===== config.mk =====
export PLATFORM = sky130hd
export DESIGN_NAME = vm_credit_controller
export DESIGN_NICKNAME = d
export VERILOG_FILES = /design/src/rtl/vm_credit_controller.sv
export SDC_FILE = /design/constraint.sdc
export NUM_CORES = 1
export LEC_CHECK = 0
export ABC_CLOCK_PERIOD_IN_PS = 4900
export BUFFER_PORTS_ARGS = -buffer_cell sky130_fd_sc_hd__buf_2
export CAP_MARGIN = 40
export CORE_MARGIN = 2
export CORE_UTILIZATION = 40
export CTS_CLUSTER_DIAMETER = 80
export DETAILED_ROUTE_END_ITERATION = 16
export PLACE_DENSITY = 0.62
export SETUP_SLACK_MARGIN = 0.15
export SKIP_CTS_REPAIR_TIMING = 1
export SLEW_MARGIN = 20
export SYNTH_ARGS = -nofsm -noshare
export SYNTH_HDL_FRONTEND = slang
export SYNTH_SLANG_ARGS = --single-unit

===== constraint.sdc =====
create_clock -name clk -period 4.9 [get_ports clk]
set_clock_uncertainty 0.05 [all_clocks]
set_input_delay 0.49 -clock clk [delete_from_list [all_inputs] [get_ports clk]]
set_output_delay 0.49 -clock clk [all_outputs]
set_load 0.03 [all_outputs]

===== src/rtl/vm_credit_controller.sv =====
// Vending machine credit front end: coin intake, inventory, change launch
// and dispense tracking for the downstream change maker.
module vm_credit_controller #(
  parameter int WIDTH      = 12,
  parameter int MAX_CREDIT = 1000,
  parameter int INV_W      = 8,
  parameter int INIT_INV   = 10,
  parameter int STALL_CYC  = 16
) (
  input  logic             clk,
  input  logic             reset,
  input  logic             coin_dollar,
  input  logic             coin_half_dollar,
  input  logic             coin_quarter,
  input  logic             coin_dime,
  input  logic             coin_nickel,
  input  logic [WIDTH-1:0] item_price,
  input  logic             item_select,
  input  logic             cancel,
  input  logic             change_dollar,
  input  logic             change_half_dollar,
  input  logic             change_quarter,
  input  logic             change_dime,
  input  logic             change_nickel,
  input  logic [WIDTH-1:0] local_change,
  output logic [WIDTH-1:0] change,
  output logic             flag_once,
  output logic             flag_dollar,
  output logic             flag_half_dollar,
  output logic             flag_quarter,
  output logic             flag_dime,
  output logic             flag_nickel,
  output logic [WIDTH-1:0] credit,
  output logic             vend,
  output logic             busy,
  output logic             coin_reject,
  output logic             change_short
);

  localparam int SW = $clog2(STALL_CYC + 1);
  localparam logic [WIDTH:0]   MAX_C  = (WIDTH+1)'(MAX_CREDIT);
  localparam logic [SW-1:0]    S_LAST = SW'(STALL_CYC - 1);
  localparam logic [INV_W-1:0] INV0   = INV_W'(INIT_INV);

  typedef enum logic [2:0] {
    S_IDLE, S_CREDIT, S_START, S_DISP, S_DONE
  } state_t;

  state_t           state_q;
  logic [WIDTH-1:0] credit_q;
  logic [WIDTH-1:0] change_q;
  logic [INV_W-1:0] inv_q [5];
  logic [SW-1:0]    stall_q;
  logic             guard_q;
  logic             once_q;
  logic             vend_q;
  logic             busy_q;
  logic             rej_q;
  logic             short_q;

  logic [4:0]       coin_v;
  logic [4:0]       chg_v;
  logic [4:0]       sat_v;
  logic [WIDTH-1:0] coin_val;
  logic [WIDTH:0]   sum;
  logic             any_coin;
  logic             multi;
  logic             open_st;
  logic             accept;
  logic             reject;
  logic             any_chg;

  // bit 0 = nickel ... bit 4 = dollar, for coins, change pulses and inventory
  assign coin_v = {coin_dollar, coin_half_dollar, coin_quarter,
                   coin_dime, coin_nickel};
  assign chg_v  = {change_dollar, change_half_dollar, change_quarter,
                   change_dime, change_nickel};

  always_comb begin
    coin_val = '0;
    case (coin_v)
      5'b00001: coin_val = WIDTH'(5);
      5'b00010: coin_val = WIDTH'(10);
      5'b00100: coin_val = WIDTH'(25);
      5'b01000: coin_val = WIDTH'(50);
      5'b10000: coin_val = WIDTH'(100);
      default:  coin_val = '0;
    endcase
  end

  always_comb begin
    sat_v = '0;
    for (int i = 0; i < 5; i++) sat_v[i] = (inv_q[i] == '1);
  end

  assign any_coin = |coin_v;
  assign multi    = |(coin_v & (coin_v - 5'd1));
  assign sum      = {1'b0, credit_q} + {1'b0, coin_val};
  assign open_st  = (state_q == S_IDLE) || (state_q == S_CREDIT);
  assign accept   = any_coin && !multi && (sum <= MAX_C)
                    && !(|(coin_v & sat_v))
                    && !item_select && !cancel && open_st;
  assign reject   = any_coin && !accept;
  assign any_chg  = |chg_v;

  always_ff @(posedge clk or negedge reset) begin
    if (!reset) begin
      state_q  <= S_IDLE;
      credit_q <= '0;
      change_q <= '0;
      for (int i = 0; i < 5; i++) inv_q[i] <= INV0;
      stall_q  <= '0;
      guard_q  <= 1'b0;
      once_q   <= 1'b0;
      vend_q   <= 1'b0;
      busy_q   <= 1'b0;
      rej_q    <= 1'b0;
      short_q  <= 1'b0;
    end else begin
      once_q  <= 1'b0;
      vend_q  <= 1'b0;
      short_q <= 1'b0;
      rej_q   <= reject;
      if (accept) begin
        credit_q <= sum[WIDTH-1:0];
        for (int i = 0; i < 5; i++)
          if (coin_v[i]) inv_q[i] <= inv_q[i] + 1'b1;
      end
      unique case (state_q)
        S_IDLE: begin
          if (accept) state_q <= S_CREDIT;
        end
        S_CREDIT: begin
          if (cancel) begin
            change_q <= credit_q;
            once_q   <= (credit_q != '0);
            busy_q   <= 1'b1;
            state_q  <= S_START;
          end else if (item_select && credit_q >= item_price) begin
            change_q <= credit_q - item_price;
            once_q   <= (credit_q != item_price);
            vend_q   <= 1'b1;
            busy_q   <= 1'b1;
            state_q  <= S_START;
          end
        end
        S_START: begin
          credit_q <= '0;
          guard_q  <= 1'b1;
          stall_q  <= '0;
          state_q  <= (change_q != '0) ? S_DISP : S_DONE;
        end
        S_DISP: begin
          guard_q <= 1'b0;
          for (int i = 0; i < 5; i++)
            if (chg_v[i] && inv_q[i] != '0) inv_q[i] <= inv_q[i] - 1'b1;
          stall_q <= any_chg ? '0 : stall_q + 1'b1;
          if (!any_chg && !guard_q && local_change == '0) begin
            state_q <= S_DONE;
          end else if (!any_chg && stall_q == S_LAST) begin
            // change maker stopped paying out while still owing money
            short_q <= 1'b1;
            state_q <= S_DONE;
          end
        end
        S_DONE: begin
          change_q <= '0;
          busy_q   <= 1'b0;
          state_q  <= S_IDLE;
        end
        default: state_q <= S_IDLE;
      endcase
    end
  end

  assign change           = change_q;
  assign credit           = credit_q;
  assign flag_once        = once_q;
  assign vend             = vend_q;
  assign busy             = busy_q;
  assign coin_reject      = rej_q;
  assign change_short     = short_q;
  assign flag_nickel      = (inv_q[0] != '0);
  assign flag_dime        = (inv_q[1] != '0);
  assign flag_quarter     = (inv_q[2] != '0);
  assign flag_half_dollar = (inv_q[3] != '0);
  assign flag_dollar      = (inv_q[4] != '0);

endmodule


==> out/metrics.yaml <==
clocking:
  cts.htree.levels: 3
  clock_latency_ps: 340
  cts_tree: "built"
  numCtsBuffers: 9
  clockBufferDepth: 2
  clock-sinks: 78
  clk_pin_slew_worst_paths_ps: 60
  root_buffer: "clkbuf_16"
setup_path:
  criticalPathCategory: "in -> reg"
  path_cells: "buf_2, or2_2, nor3_1, ha_1, a21o_1, a22o_1, o21ai_1, xor2_1, or4_4, and2_4, and3_1, a311o_1"
  critPathRequiredTime_ps: 5120
  rr_endpoint: "credit[8]"
  reg2reg_from: "credit[0]"
  setup.worst_path.end_class: "register"
  start_kind: "primary input"
  rr_worst_depth: 11
  cp.arrival_ps: 3920
  slowest_stage: "or4_4"
  reg2reg_slack_ps: 1380
  cp_max_fo: 28
  slowest_delay_ps: 680
yosys:
  syn_inst: 608
  seq_area_frac_synth: 0.368
  synth_most_common_cell: "dfrtp_1"
  synth_area_mm2: 0.00534
  synth_top_area_share: 0.319
  yosys_register_bits: 78
  synth_nets: 680
  synthFlopType: "dfrtp_1"
  ys_types: 61
  ys_top_cells_by_area: "dfrtp_1 (32%), ha_1 (7.5%), xnor2_1 (5.6%)"
  ys_warn_count: 0
  ys_async_sr_fraction: 1.00
  yosysTopAreaCell: "dfrtp_1"
  synth_top_cells_by_count: "dfrtp_1 (68), nand3_1 (50), nand2_1 (49)"
  avgSynthCellArea_um2: 8.78
  synth_edf_count: 0
power_and_ir_drop:
  power_density_mw_per_mm2: 443
  peakVddDrop_mv: 0.281
  p_leak_nw: 2.94
drt:
  vias_per_cell: 5.65
  drc: 0
  ant_nets: 0
  finalWirelength_um: 13800
  first_iter_violations: 260
  vias: 4812
  post_drt_wl_per_cell_um: 16.2
  dr.pass1.iters: 5
finish:
  utilization: 0.467
  drive_gt1_frac: 0.163
  nNetsFinal: 743
  diodes: 0
  fill_cells: 1308
  area_delta_synth_final_pct: 15.0
min_path:
  min_path_type: "in -> async"
global_route:
  grt_start_max_net_pins: 53
  grt_pass1_wl_um: 22900
  top_usage_layer: "met2"
  overflow: 0
  grt_use_met2: 0.322
  grt_use_total: 0.199
  antenna_found_initial: 0
  first_global_vias: 4650
  use_met3: 0.0409
  use_met1: 0.265
placement:
  dpl.hpwl_um: 10300
  portBuffers: 71
  gp_congestion: 0.881
flow_run:
  cap_violations: 0
sta:
  maxSlewHeadroom: 0.464
  tns_ps: 0
  tightest_slew_ps: 800
  fin_crit_ps: 3700
  fin_crit_sh: 0.755
  hold_violations: 0
  rsz0062_at_grt: "no"
  fmax_ghz: 0.270
  slew_violations: 0
  setup_viol: 0
floorplan:
  fp.dieW_um: 120
  die_y_um: 120
  start_util: 0.406
  ios: 72
  placementRows: 42
  coreArea_mm2: 0.0131
  dieArea_mm2: 0.0143
status:
  status: "finished clean"
==> routing by layer <==
metal | vias to the layer above | wire length [um] | share of wire
met1 | 2332 | 6450 | 0.47
met2 | 127 | 6440 | 0.47
met5 | - | 0 | 0
met4 | 0 | 242 | 0.018
met3 | 21 | 643 | 0.047
li1 | 2332 | - | -
==> critical path: cells and delay by family <==
family,cells,cell delay (ps)
AND/OR/NAND/NOR,5,1870
AO/OA/AOI/OAI,4,980
adder cells (fa/ha/maj),1,300
buffers and inverters,1,150
XOR/XNOR,1,110
==> flip-flops by register name (all words and copies together) (netlist names) <==
name and flops:
stall_q 5, flag_once 1, coin_reject 1, state_q 3
change 12, guard_q 1, vend 1, change_short 1
credit 12, busy 1, inv_q 40
==> layout make-up <==
type                            count  area, um2  share of cell area
Multi-Input combinational cell    475       3130               0.510
Tap cell                          176        220              0.0359
Inverter                           32        120              0.0196
Clock inverter                      4       47.5             0.00774
Timing Repair Buffer               75        408              0.0664
Sequential cell                    78       1960               0.320
Clock buffer                       12        246              0.0401
==> power breakdown <==
| part | leakage (nW) | switching (mW) | internal [mW] |
|---|---|---|---|
| clock network | 0.143 | 0.266 | 0.407 |
| registers | 1.01 | 0.233 | 0.855 |
| logic | 1.80 | 0.597 | 0.365 |
| total | 2.94 | 1.10 | 1.63 |
==> worst max-delay path by stage <==
stage | from | end | slack, ps | depth (start not counted)
finish | coin_dollar | inv_q[33] | 1200 | 12
global route | coin_dollar | credit[8] | 910 | 13
CTS | coin_dollar | inv_q[33] | 1190 | 12
detailed placement | coin_dollar | inv_q[33] | 830 | 12
global placement | coin_dollar | inv_q[33] | 890 | 12
floorplan | coin_dollar | inv_q[18] | 1080 | 15
==> through the flow <==
stage / std cells / hold WS, ps / cell area [um2] / worst slack [ps] / total power [mW]
floorplan: 608 / 144 / 5340 / 1080 / 1.75
global placement: 835 / 403 / 5820 / 895 / 2.02
detailed placement: 836 / 383 / 5850 / 831 / 2.05
CTS: 852 / 19.2 / 6140 / 1190 / 2.74
global route: 852 / 29.7 / 6140 / 915 / 2.90
finish: 852 / 12.3 / 6140 / 1200 / 2.72
==> kinds of logic after synthesis <==
logic type	synth area share
and+or+nand+nor	0.236
DFF	0.368
AOI/OAI and AO/OA	0.168
buffers and inverters	0.0448
xor gates and xnor gates	0.0919
adders and majority gates	0.0825
muxes	0.00938
==> placed cells by master, fill, tap and decap left out, drive strengths merged, types with 6 or more instances in the layout <==
| master | n |
|---|---|
| a211oi | 8 |
| a21o | 7 |
| a21oi | 31 |
| a31oi | 14 |
| a32oi | 6 |
| and3 | 16 |
| buf | 75 |
| clkbuf | 12 |
| dfrtp | 68 |
| dfstp | 10 |
| ha | 32 |
| inv | 32 |
| nand2 | 49 |
| nand3 | 50 |
| nand4 | 12 |
| nor2 | 46 |
| nor3 | 18 |
| nor4 | 11 |
| o21ai | 30 |
| o31ai | 7 |
| or3 | 13 |
| or4 | 7 |
| xnor2 | 34 |
| xor2 | 22 |
(Power assumes the default switching activity.)
